==> src/rtl/ip_tx_pkg.sv <==
// Shared definitions for the IPv4 transmit stage: FSM encoding, fixed header
// field values and the one's-complement fold used by the checksum pipeline.
package ip_tx_pkg;

  typedef enum logic [2:0] {
    IDLE,
    WAIT_MAC,
    CALC,
    ARM,
    SEND_HDR,
    SEND_DATA,
    DONE
  } ip_tx_state_e;

  localparam int         IP_HDR_LEN   = 20;
  localparam logic [7:0] IP_VER_IHL   = 8'h45;
  localparam logic [7:0] IP_PROTO_UDP = 8'h11;
  localparam logic [7:0] IP_FLAGS_DF  = 8'h40;

  // Adds the carry nibble back into the low 16 bits.
  function automatic logic [19:0] csum_fold(input logic [19:0] acc);
    return {4'd0, acc[15:0]} + {16'd0, acc[19:16]};
  endfunction

endpackage

==> src/rtl/ip_tx_fifo.sv <==
// Synchronous byte FIFO, depth 2**DEPTH_LOG2, with a synchronous flush.
// Writes when full and reads when empty are dropped.
module ip_tx_fifo #(
  parameter int DEPTH_LOG2 = 5
) (
  input  logic                  clk,
  input  logic                  flush,
  input  logic                  wr_en,
  input  logic [7:0]            wr_data,
  input  logic                  rd_en,
  output logic [7:0]            rd_data,
  output logic                  empty,
  output logic                  full,
  output logic [DEPTH_LOG2:0]   count
);

  localparam int DEPTH = 1 << DEPTH_LOG2;

  logic [7:0]            mem [DEPTH];
  logic [DEPTH_LOG2-1:0] wr_ptr;
  logic [DEPTH_LOG2-1:0] rd_ptr;
  logic                  wr_ok;
  logic                  rd_ok;

  assign empty   = (count == '0);
  assign full    = (count == (DEPTH_LOG2+1)'(DEPTH));
  assign wr_ok   = wr_en && !full;
  assign rd_ok   = rd_en && !empty;
  assign rd_data = mem[rd_ptr];

  always_ff @(posedge clk) begin
    if (wr_ok) mem[wr_ptr] <= wr_data;
  end

  always_ff @(posedge clk) begin
    if (flush) begin
      wr_ptr <= '0;
      rd_ptr <= '0;
      count  <= '0;
    end else begin
      if (wr_ok) wr_ptr <= wr_ptr + 1'b1;
      if (rd_ok) rd_ptr <= rd_ptr + 1'b1;
      case ({wr_ok, rd_ok})
        2'b10:   count <= count + 1'b1;
        2'b01:   count <= count - 1'b1;
        default: count <= count;
      endcase
    end
  end

endmodule

==> src/rtl/ip_tx.sv <==
// IPv4 transmit stage: prepends a 20-byte header with checksum to the UDP stream.
// Define IP_TX_ID_INC_EN to make the identification field count completed packets.
//   state     | meaning
//   IDLE      | waiting for udp_send_request
//   WAIT_MAC  | requesting the MAC, total length registered
//   CALC      | 3-cycle header checksum
//   ARM       | accepting UDP bytes, waiting for the first one
//   SEND_HDR  | emitting the 20 header bytes
//   SEND_DATA | draining the FIFO, len_q bytes
//   DONE      | ack pulse, identification update
import ip_tx_pkg::*;

module ip_tx #(
  parameter logic [31:0] LOCAL_IP        = 32'hC0A8010B,
  parameter logic [7:0]  IP_TTL          = 8'h40,
  parameter int          FIFO_DEPTH_LOG2 = 5
) (
  input  logic        ip_send_clk,
  input  logic        rst,
  input  logic        udp_send_request,
  input  logic        udp_data_in_valid,
  input  logic [7:0]  udp_data_in,
  input  logic [15:0] udp_packet_length,
  input  logic [31:0] dest_ip,
  output logic        ip_send_ready,
  output logic        ip_send_ack,
  output logic        ip_send_request,
  input  logic        mac_send_ready,
  output logic        ip_data_out_valid,
  output logic [7:0]  ip_data_out,
  output logic [15:0] ip_total_length
);

  ip_tx_state_e state_q, state_d;

  logic [15:0] len_q;
  logic [31:0] dst_q;
  logic [19:0] acc_q;
  logic [19:0] acc_fold;
  logic [19:0] hdr_sum;
  logic [15:0] csum_q;
  logic [15:0] id_q;
  logic [1:0]  calc_cnt;
  logic [4:0]  hdr_cnt;
  logic [15:0] wr_cnt;
  logic [15:0] rd_cnt;
  logic [7:0]  hdr_byte;

  logic                   fifo_wr;
  logic                   fifo_rd;
  logic                   fifo_flush;
  logic [7:0]             fifo_dout;
  logic                   fifo_empty;
  logic                   fifo_full;
  logic [FIFO_DEPTH_LOG2:0] fifo_level_unused;

  assign ip_send_ready = ((state_q == ARM) || (state_q == SEND_HDR) || (state_q == SEND_DATA))
                         && (wr_cnt < len_q);
  assign fifo_wr    = udp_data_in_valid && ip_send_ready && !fifo_full;
  assign fifo_flush = rst || (state_q == IDLE);
  assign acc_fold   = csum_fold(acc_q);

  assign hdr_sum = 20'({IP_VER_IHL, 8'h00}) + 20'(ip_total_length) + 20'(id_q)
                 + 20'({IP_FLAGS_DF, 8'h00}) + 20'({IP_TTL, IP_PROTO_UDP})
                 + 20'(LOCAL_IP[31:16]) + 20'(LOCAL_IP[15:0])
                 + 20'(dst_q[31:16]) + 20'(dst_q[15:0]);

  ip_tx_fifo #(.DEPTH_LOG2(FIFO_DEPTH_LOG2)) u_fifo (
    .clk     (ip_send_clk),
    .flush   (fifo_flush),
    .wr_en   (fifo_wr),
    .wr_data (udp_data_in),
    .rd_en   (fifo_rd),
    .rd_data (fifo_dout),
    .empty   (fifo_empty),
    .full    (fifo_full),
    .count   (fifo_level_unused)
  );

  always_ff @(posedge ip_send_clk) begin
    if (rst) begin
      state_q         <= IDLE;
      len_q           <= '0;
      dst_q           <= '0;
      acc_q           <= '0;
      csum_q          <= '0;
      calc_cnt        <= '0;
      hdr_cnt         <= '0;
      wr_cnt          <= '0;
      rd_cnt          <= '0;
      ip_total_length <= '0;
    end else begin
      state_q <= state_d;
      if (fifo_wr) wr_cnt <= wr_cnt + 16'd1;
      case (state_q)
        IDLE: begin
          if (udp_send_request) begin
            len_q <= udp_packet_length;
            dst_q <= dest_ip;
          end
        end
        WAIT_MAC: begin
          ip_total_length <= len_q + 16'(IP_HDR_LEN);
          calc_cnt        <= '0;
        end
        CALC: begin
          calc_cnt <= calc_cnt + 2'd1;
          wr_cnt   <= '0;
          rd_cnt   <= '0;
          hdr_cnt  <= '0;
          case (calc_cnt)
            2'd0:    acc_q  <= hdr_sum;
            2'd1:    acc_q  <= acc_fold;
            default: csum_q <= ~acc_fold[15:0];
          endcase
        end
        SEND_HDR:  hdr_cnt <= hdr_cnt + 5'd1;
        SEND_DATA: if (fifo_rd) rd_cnt <= rd_cnt + 16'd1;
        default: ;
      endcase
    end
  end

`ifdef IP_TX_ID_INC_EN
  always_ff @(posedge ip_send_clk) begin
    if (rst)                   id_q <= '0;
    else if (state_q == DONE)  id_q <= id_q + 16'd1;
  end
`else
  assign id_q = 16'h0000;
`endif

  always_comb begin
    hdr_byte = 8'h00;
    case (hdr_cnt)
      5'd0:  hdr_byte = IP_VER_IHL;
      5'd1:  hdr_byte = 8'h00;
      5'd2:  hdr_byte = ip_total_length[15:8];
      5'd3:  hdr_byte = ip_total_length[7:0];
      5'd4:  hdr_byte = id_q[15:8];
      5'd5:  hdr_byte = id_q[7:0];
      5'd6:  hdr_byte = IP_FLAGS_DF;
      5'd7:  hdr_byte = 8'h00;
      5'd8:  hdr_byte = IP_TTL;
      5'd9:  hdr_byte = IP_PROTO_UDP;
      5'd10: hdr_byte = csum_q[15:8];
      5'd11: hdr_byte = csum_q[7:0];
      5'd12: hdr_byte = LOCAL_IP[31:24];
      5'd13: hdr_byte = LOCAL_IP[23:16];
      5'd14: hdr_byte = LOCAL_IP[15:8];
      5'd15: hdr_byte = LOCAL_IP[7:0];
      5'd16: hdr_byte = dst_q[31:24];
      5'd17: hdr_byte = dst_q[23:16];
      5'd18: hdr_byte = dst_q[15:8];
      5'd19: hdr_byte = dst_q[7:0];
      default: hdr_byte = 8'h00;
    endcase
  end

  always_comb begin
    state_d           = state_q;
    ip_send_request   = 1'b0;
    ip_send_ack       = 1'b0;
    ip_data_out_valid = 1'b0;
    ip_data_out       = 8'h00;
    fifo_rd           = 1'b0;
    case (state_q)
      IDLE:     if (udp_send_request) state_d = WAIT_MAC;
      WAIT_MAC: begin
        ip_send_request = 1'b1;
        if (mac_send_ready) state_d = CALC;
      end
      CALC:     if (calc_cnt == 2'd2) state_d = ARM;
      // A zero-length payload never produces a write, so start the header directly.
      ARM:      if (fifo_wr || (len_q == 16'd0)) state_d = SEND_HDR;
      SEND_HDR: begin
        ip_data_out_valid = 1'b1;
        ip_data_out       = hdr_byte;
        if (hdr_cnt == 5'(IP_HDR_LEN - 1))
          state_d = (len_q == 16'd0) ? DONE : SEND_DATA;
      end
      SEND_DATA: begin
        if (!fifo_empty) begin
          ip_data_out_valid = 1'b1;
          ip_data_out       = fifo_dout;
          fifo_rd           = 1'b1;
          if (rd_cnt == len_q - 16'd1) state_d = DONE;
        end
      end
      DONE: begin
        ip_send_ack = 1'b1;
        state_d     = IDLE;
      end
      default: state_d = IDLE;
    endcase
  end

endmodule

==> config.mk <==
export PLATFORM = sky130hd
export DESIGN_NAME = ip_tx
export DESIGN_NICKNAME = d
export VERILOG_FILES = /design/src/rtl/ip_tx_pkg.sv /design/src/rtl/ip_tx_fifo.sv /design/src/rtl/ip_tx.sv
export SDC_FILE = /design/constraint.sdc
export NUM_CORES = 1
export LEC_CHECK = 0
export ABC_AREA = 1
export CORE_ASPECT_RATIO = 0.9
export CORE_MARGIN = 2
export CORE_UTILIZATION = 45
export DETAILED_ROUTE_END_ITERATION = 10
export RECOVER_POWER = 100
export SLEW_MARGIN = 0
export SYNTH_ARGS = -nofsm -noshare
export SYNTH_HDL_FRONTEND = slang
export SYNTH_SLANG_ARGS = --single-unit
==> constraint.sdc <==
create_clock -name ip_send_clk -period 6.2 [get_ports ip_send_clk]
set_clock_uncertainty 0.15 [all_clocks]
set_input_delay 1.55 -clock ip_send_clk [delete_from_list [all_inputs] [get_ports ip_send_clk]]
set_output_delay 1.55 -clock ip_send_clk [all_outputs]
set_load 0.02 [all_outputs]
# Word level (Yosys, flattened, before mapping)
# Memory sizes are Yosys's and may differ from the RTL's. A register that Yosys moved wholly into a read port is not among the register bits.
# Index checks and enable logic that the tools add are counted.
[word_totals]
mem_count = 1
input_bits = 61
ramBits = 256
out_inout_bits = 28
latch_bits = 0
wordCells = 126
regBits = 158
mem_bits_ro = 0
[mem_list]
columns = ["name", "depth", "word_bits", "rd", "rd_clocked_by_memory_dff", "write_ports", "line", "text"]
rows = [
  ["u_fifo.mem", 32, 8, 1, 1, 1, "ip_tx_fifo.sv:19", "logic [7:0] mem [DEPTH];"],
]
[classes]
n_addsub = 18
n_bitwise = 2
reduce_logical = 29
n_lt_le_gt_ge = 1
mux = 27
n_div = 0
n_eq_ne = 35
shifts = 0
mul = 0
[ops]
columns = ["op", "count"]
rows = [
  ["$pmux W8 S15", 1],
  ["$add A20 B16 Y20", 2],
  ["$eq A5 B4 Y1 const B", 8],
  ["$pmux W20 S2", 1],
  ["$add A16 B1 Y16 const B", 2],
  ["$pmux W16 S2", 1],
  ["$mux W3", 7],
  ["$add A19 B16 Y20 const B", 1],
  ["$add A20 B9 Y20 const B", 1],
  ["$eq A5 B5 Y1 const B", 4],
  ["$add A18 B15 Y19 const B", 1],
  ["$add A17 B15 Y18 const B", 1],
  ["$pmux W3 S6", 1],
  ["$add A15 B16 Y17 const A", 1],
  ["$add A16 B4 Y17", 1],
  ["$add A16 B5 Y16 const B", 1],
  ["$eq A16 B16 Y1", 1],
  ["$logic_not A16 Y1", 1],
  ["$lt A16 B16 Y1", 1],
  ["$mux W16", 1],
  ["$not A16 Y16", 1],
  ["$pmux W8 S2", 1],
  ["$sub A16 B1 Y16 const B", 1],
  ["$add A5 B1 Y5 const B", 3],
  ["other kinds (33)", 68],
]

# Logic depth before layout (Yosys ltp)
# Gate-level depths: netlist of the first run.
[logic_depth]
word_depth = 9
ltp_mapped = 21
mapped_depth_nobuf = 20

# Cells and area by module
# A second synthesis of the first run with hierarchy kept.
[unflattened]
hier_cells = 2386
hier_area_um2 = 20995.1
[by_module_without_submodules]
columns = ["mod", "seq_area_each_um2", "area_per_inst_um2", "cells_per_inst", "instances"]
rows = [
  ["ip_tx_fifo", 8107.8, 11576.1, 1046, 1],
  ["ip_tx", 2822.7, 9419.0, 1340, 1],
]

# Worst setup path after synthesis of the first run
# Ideal clock, no wire load.
[synth_timing]
path_type = "input to register"
startpoint = "in udp_data_in_valid"
endpoint = "reg u_fifo.count[5]"
stages = 14
path_slack_ns = 2.440
setup_time_ns = 0.122
n_path_buf = 1
t_arrival_ns = 3.488
required_ns = 5.928
path_cell_list = "inv_1 nor2_1 nand3_4 buf_2 ha_1 ha_1 a21oi_1 nand2_1 a21oi_1 o21bai_1 a21oi_1 o21ai_0 o21ai_0 a21oi_1"
[synth_between]
elab_chain_len = 5
elab_cells_between_ends = 7
cone_classes = "2 x eq/ne; 1 x mux; 4 x reduce/logical"
[synth_lines]
columns = ["element", "line", "text"]
rows = [
  ["from (decl)", "ip_tx.sv:21", "input logic udp_data_in_valid,"],
  ["$logic_and A1 B1 Y1 (*) (2 in series)", "ip_tx.sv:59", "assign fifo_wr = udp_data_in_valid && ip_send_ready && !fifo_full;"],
  ["$logic_and A1 B1 Y1 (*)", "ip_tx_fifo.sv:27", "assign wr_ok = wr_en && !full;"],
  ["$eq A2 B1 Y1 or $eq A2 B2 Y1 (tied branches)", "ip_tx_fifo.sv:43", "case ({wr_ok, rd_ok})"],
  ["$pmux W6 S2 or $reduce_bool A2 Y1 (tied branches)", "-", ""],
  ["to (signal assigned)", "ip_tx_fifo.sv:44", "2'b10: count <= count + 1'b1;"],
  ["to (signal assigned)", "ip_tx_fifo.sv:45", "2'b01: count <= count - 1'b1;"],
  ["to (signal assigned)", "ip_tx_fifo.sv:46", "default: count <= count;"],
  ["to (decl)", "ip_tx_fifo.sv:14", "output logic [DEPTH_LOG2:0] count"],
]
# Every way passes the cells marked *; elsewhere a longest branch is shown, timed or not.
# A chain may end at the register's enable or synchronous reset.

==> impl_metrics.csv, run 1 <==
group,metric,value,unit
route,drtIter0Drc,1238,
clocking,ctsHoldBuffers,0,
route,vias,15800,
floorplanning,initial_core_util,45.7,%
yosys,yosysMostFrequentCell,"inv_1",
yosys,yosys.area.top_type,"edfxtp_1",
yosys,synth_enable_flop_cells,256,
yosys,synth_cells,2206,
timing,period_share,86.5,%
timing,max-slew-margin-rel,-25.5,%
clocking,ctsResizeCount,0,
clocking,root_buffer,"clkbuf_16",
power_and_ir_drop,vdd_drop_max,0.000210,V
outcome,status,"complete, but fails checks",
outcome,violations,"capacitance limit, slew limit",
hold_path,whs_endpoint,"dst_q[17]",
final_layout,nFillCells,4166,
worst_setup_path,cp-start-kind,"flop",
clocking,clock_latency,580,ps
timing,hold_viol_final,0,
place,place.gp.congestion,0.916,
worst_setup_path,crit_required,4500,ps
clocking,cts_tree,"yes",
clocking,clk_pin_slew,60,ps
timing,fmaxAchievable,186,MHz
final_layout,finalCoreUtilization,51.9,%
timing,whs,330,ps
clocking,clock_sink_count,418,
yosys,synth_top_area_share,37.0,%
place,dp_hpwl,38600,um
power_and_ir_drop,leakage,8.79,nW
yosys,yosys-top-cells-count,"inv_1 (299), edfxtp_1 (256), nand2_1 (244)",
route,wl_per_cell,19.0,um
timing,fin_crit,5360,ps
floorplanning,chipHeight,208,um
floorplanning,fp.dieW,230,um
hold_path,hold_path_class,"flop to flop",
timing,slew_viol_final,320,
place,placed_area,22200,um2
worst_setup_path,r2r_cells,18,
worst_setup_path,path_class,"flop to output port",
yosys,synthTopCellsByArea,"edfxtp_1 (37%), dfxtp_1 (16%), a21oi_1 (5.5%)",
final_layout,syn2layout_area_growth,13.5,%
yosys,async_flop_share,0,%
floorplanning,std_cell_rows,74,
hold_path,hold_depth,2,
clocking,cts.htree.levels,2,
yosys,synthFlopType,"edfxtp_1",
yosys,seq_area_frac_synth,52.6,%
final_layout,antenna_cells,0,
clocking,post-cts-setup-buffer-count,0,
place,io_buffers,88,
clocking,cts_made_buffers,44,
worst_setup_path,cp.arrival,3660,ps
floorplanning,dieArea,47900,um2
route,drc_errors,0,
route,first_pass_iters,7,
yosys,synth_area,20800,um2
timing,setup_violations,0,
route,vias_per_cell,5.43,
worst_setup_path,rrSetupSlack,1650,ps
worst_setup_path,cp-end-kind,"output port",
yosys,ys_seq_elements,418,
final_layout,nets,2423,
global_routing,grt_pass1_wl,85700,um
timing,worst_pin_slew,1880,ps
worst_setup_path,reg2reg_from,"len_q[6]",
worst_setup_path,timing.rr.end,"u_fifo.count[5]",
final_layout,final_cell_area,23600,um2
yosys,syn_avg_cell_area,9.42,um2
worst_setup_path,worst-path-max-fanout,79,
final_layout,drive_gt1_share,4.99,%
global_routing,grt_overflow,0,
timing,tns,0,ps
hold_path,hp-start,"dst_q[17]",
route,postRouteAntennaNets,0,
global_routing,grt_pass1_vias,15200,
run,drv_cap,10,
route,wl,55300,um
yosys,synth_fp_nets,2359,
global_routing,grt_max_degree,97,
global_routing,grt_antenna_before_repair,0,
floorplanning,pin_count,89,
timing,grt_setup_unrepaired,"no",
clocking,cts.path.max_buffers,3,
yosys,ys_types,47,
floorplanning,coreArea,45500,um2
global_routing,track_usage,23.0,%
yosys,ys.warnings.count,0,
power_and_ir_drop,cellPowerDensity,367,nW/um2
[layout make-up]
type                            instances  area, um2  share of cell area, %
Clock buffer                           60       1230                   5.20
Timing Repair Buffer                  109       1000                   4.25
Tap cell                              608        761                   3.23
Inverter                              307       1150                   4.89
Multi-Input combinational cell       1390       8280                   35.1
Clock inverter                         22        229                  0.971
Sequential cell                       418      10900                   46.4
[how the worst max path moves through the flow]
| stage | start | endpoint | slack (ps) | depth (start not counted) |
|---|---|---|---|---|
| 4_1_cts | flop | ip_data_out[5] | 930 | 8 |
| 5_1_grt | flop | ip_data_out[0] | 640 | 9 |
| 3_3_place_gp | flop | ip_data_out[4] | 1560 | 9 |
| 6_report | flop | ip_data_out[4] | 840 | 9 |
| 3_5_place_dp | flop | ip_data_out[5] | 1550 | 8 |
| 2_1_floorplan | udp_data_in_valid | u_fifo.count[5] | 2440 | 14 |
[metrics by stage]
stage	power (mW)	instances	setup WS (ps)
2_1_floorplan	5.15	2206	2440
6_report	8.65	2914	837
4_1_cts	8.70	2914	932
3_3_place_gp	5.98	2832	1560
5_1_grt	9.17	2914	645
3_5_place_dp	6.00	2832	1550
[per-layer routing]
layer	up-vias	wire length, um	GRT usage, %	share of wire, %
met5	-	0	0	0
met4	0	1390	6.43	2.5
met3	91	3060	4.52	5.5
met2	403	24400	35.5	44
met1	7579	26500	32.9	48
li1	7760	-	-	-
[logic make-up after synthesis]
kind of cell,Yosys count,synth area share (%)
muxes,64,3.08
and+or+nand+nor,609,13.1
DFF,418,52.6
buffers and inverters,398,7.57
xor gates and xnor gates,46,1.94
adders and majority gates,92,6.23
AOI/OAI and AO/OA,579,15.5
[state kept, by name, indices dropped and copies added, names as in the netlist, 3 cells and up, named ones only]
name,cells
hdr_cnt,5
u_fifo.mem,256
u_fifo.count,6
rd_cnt,16
ip_total_length,16
u_fifo.wr_ptr,5
len_q,16
state_q,3
csum_q,16
acc_q,19
dst_q,32
u_fifo.rd_ptr,5
wr_cnt,16
[where the power goes]
group	switching (mW)	internal [mW]
logic	1.71	0.885
registers	0.217	3.15
clock network	1.12	1.56
[layout by cell type (no fill, tap or decap), types with 14 or more instances in the layout]
cell,netlist,routed
a21oi_1,227,227
clkbuf_1,52,22
clkbuf_16,0,46
clkdlybuf4s50_1,0,54
dfxtp_1,162,160
dlygate4sd3_1,0,34
edfxtp_1,256,256
fa_1,19,19
ha_1,73,73
inv_1,299,301
mux2i_1,64,64
nand2_1,244,245
nand3_1,130,129
nand4_1,14,14
nor2_1,151,151
nor3_1,22,22
o211ai_1,73,73
o21ai_0,211,214
o22ai_1,24,24
xor2_1,34,34
[worst max-delay path: stages (launching register included)]
cell and delay [ps]:
dfxtp_4 960, buf_12 410, a21oi_1 120, o21ai_0 110
o21ai_0 120, o211ai_1 280, nand3_1 120, nand3_1 170
nand2_1 80, dlygate4sd3_1 660
(Power assumes the default switching activity.)
==> run 2: changes to the inputs <==
--- a/config.mk
+++ b/config.mk
@@ -9,6 +9,7 @@
 export CORE_ASPECT_RATIO = 0.9
 export CORE_MARGIN = 2
 export CORE_UTILIZATION = 45
+export CTS_CLUSTER_SIZE = 25
 export DETAILED_ROUTE_END_ITERATION = 10
 export RECOVER_POWER = 100
 export SLEW_MARGIN = 0
==> constraint.sdc (replaced) <==
create_clock -name ip_send_clk -period 4.55 [get_ports ip_send_clk]
set_clock_uncertainty 0.15 [all_clocks]
set_input_delay 1.1375 -clock ip_send_clk [delete_from_list [all_inputs] [get_ports ip_send_clk]]
set_output_delay 1.1375 -clock ip_send_clk [all_outputs]
set_load 0.02 [all_outputs]
==> run 2 against run 1 <==
Net effect:
- the flow still finishes with violations (capacitance limit, slew limit)
- sequential share of layout area down 0.34 points
- combinational power up 37%
- routed wire length up 4.9%
- core utilization up 0.39 points
- global-route usage up 1.2 points
- worst hold slack better by 8.9 ps
- critical path depth unchanged
- die area unchanged
- critical endpoint is now ip_data_out[0]
==> impl_metrics.csv, run 2 (synthesized netlist as in run 1, its figures left out) <==
group,metric,value,unit
route,wl_per_cell,19.7,um
floorplanning,fp.dieW,230,um
timing,hold_viol_final,0,
final_layout,final_cell_area,23800,um2
clocking,cts.path.max_buffers,3,
route,vias,16200,
hold_path,hold_path_class,"flop to flop",
global_routing,grt_max_degree,85,
route,postRouteAntennaNets,0,
power_and_ir_drop,vdd_drop_max,0.000279,V
final_layout,syn2layout_area_growth,14.4,%
global_routing,grt_antenna_before_repair,0,
timing,slew_viol_final,348,
route,vias_per_cell,5.49,
worst_setup_path,cp-end-kind,"output port",
floorplanning,std_cell_rows,74,
clocking,clk_pin_slew,60,ps
timing,setup_violations,0,
floorplanning,dieArea,47900,um2
route,first_pass_iters,5,
global_routing,grt_overflow,0,
place,placed_area,22400,um2
place,io_buffers,88,
clocking,cts_made_buffers,44,
timing,fin_crit,4420,ps
worst_setup_path,cp-start-kind,"flop",
final_layout,nFillCells,4133,
outcome,violations,"capacitance limit, slew limit",
run,drv_cap,9,
clocking,ctsHoldBuffers,0,
worst_setup_path,cp.arrival,3130,ps
final_layout,layout_commonest_cell,"inv_1",
power_and_ir_drop,cellPowerDensity,500,nW/um2
floorplanning,chipHeight,208,um
place,dp_hpwl,41000,um
final_layout,layout_common_cells,"inv_1 (300), edfxtp_1 (256), nand2_1 (244)",
clocking,root_buffer,"clkbuf_16",
final_layout,nets,2452,
timing,period_share,97.2,%
final_layout,top_register,"u_fifo.mem",
route,drc_errors,0,
final_layout,reg_top3,"u_fifo.mem (256), dst_q (32), acc_q (19)",
final_layout,largest_reg_flops,256,
worst_setup_path,path_class,"flop to output port",
power_and_ir_drop,leakage,8.87,nW
timing,worst_pin_slew,1950,ps
place,place.gp.congestion,0.900,
clocking,clock_latency,580,ps
worst_setup_path,worst-path-max-fanout,51,
timing,max-slew-margin-rel,-29.7,%
clocking,cts.htree.levels,2,
outcome,status,"complete, but fails checks",
floorplanning,initial_core_util,45.7,%
final_layout,drive_gt1_share,5.18,%
clocking,clock_sink_count,418,
floorplanning,coreArea,45500,um2
global_routing,grt_pass1_wl,89500,um
clocking,cts_tree,"yes",
route,drtIter0Drc,1669,
final_layout,antenna_cells,0,
timing,tns,0,ps
worst_setup_path,crit_required,3260,ps
timing,grt_setup_unrepaired,"no",
timing,fmaxAchievable,226,MHz
final_layout,final-instance-count-excl-fill,2942,
floorplanning,pin_count,89,
route,wl,58000,um
global_routing,track_usage,24.1,%
place,dp_cells,2860,
global_routing,grt_pass1_vias,15300,
worst_setup_path,rrSetupSlack,430,ps
timing,whs,339,ps
[run 2: worst max-delay path, cell delays in order, from the launching register on]
cell,delay (ps)
dfxtp_4,520
buf_12,290
a21oi_1,100
o21ai_0,130
o211ai_1,230
nand3_1,140
nand3_1,160
nand3_1,150
nand2_1,120
dlygate4sd3_1,670
[run 2: what timing repair did]
action / CTS / global route
resized for setup: 0 / 3
buffers inserted: 0 / 1
setup endpoints to repair: 0 / 8
[run 2: routing by layer]
| metal | vias up | share of wire (%) | GRT usage (%) |
|---|---|---|---|
| met4 | 0 | 2.0 | 6.14 |
| met3 | 84 | 6.4 | 3.71 |
| met2 | 464 | 43 | 35.5 |
| li1 | 7827 | - | - |
| met5 | - | 0 | 0 |
| met1 | 7784 | 49 | 37.0 |
[run 2: worst paths after layout]
kind,from,endpoint,depth (start not counted)
worst max-delay path,flop,ip_data_out[0],9
worst min-delay path,calc_cnt[0],calc_cnt[0],1
worst max register to register,len_q[9],u_fifo.mem[8][1],11
worst min register to register,calc_cnt[0],calc_cnt[0],1
[run 2: through the flow]
stage / util [%] / setup WS [ps] / power, mW
6_report: 52.3 / 129 / 11.9
4_1_cts: 52.6 / 35.3 / 12.0
3_3_place_gp: 49.3 / 640 / 8.19
2_1_floorplan: - / 1200 / 7.02
5_1_grt: 52.3 / 11.0 / 12.6
3_5_place_dp: 49.3 / 643 / 8.21
[run 2: where the power goes]
part	leakage [nW]	switching (mW)	internal, mW
registers	3.62	0.290	4.29
clock network	0.724	1.52	2.22
logic	4.52	2.35	1.21
total	8.87	4.16	7.72
[run 2: area by class of cell]
| type | count | area (um2) | area share [%] |
|---|---|---|---|
| clock buffers | 65 | 1310 | 5.49 |
| well taps | 608 | 761 | 3.20 |
| flip-flops and latches | 418 | 10900 | 46.0 |
| clock inverters | 16 | 195 | 0.822 |
| repair buffers | 138 | 1170 | 4.92 |
| multi-input cells | 1390 | 8240 | 34.7 |
| inverters | 307 | 1150 | 4.85 |
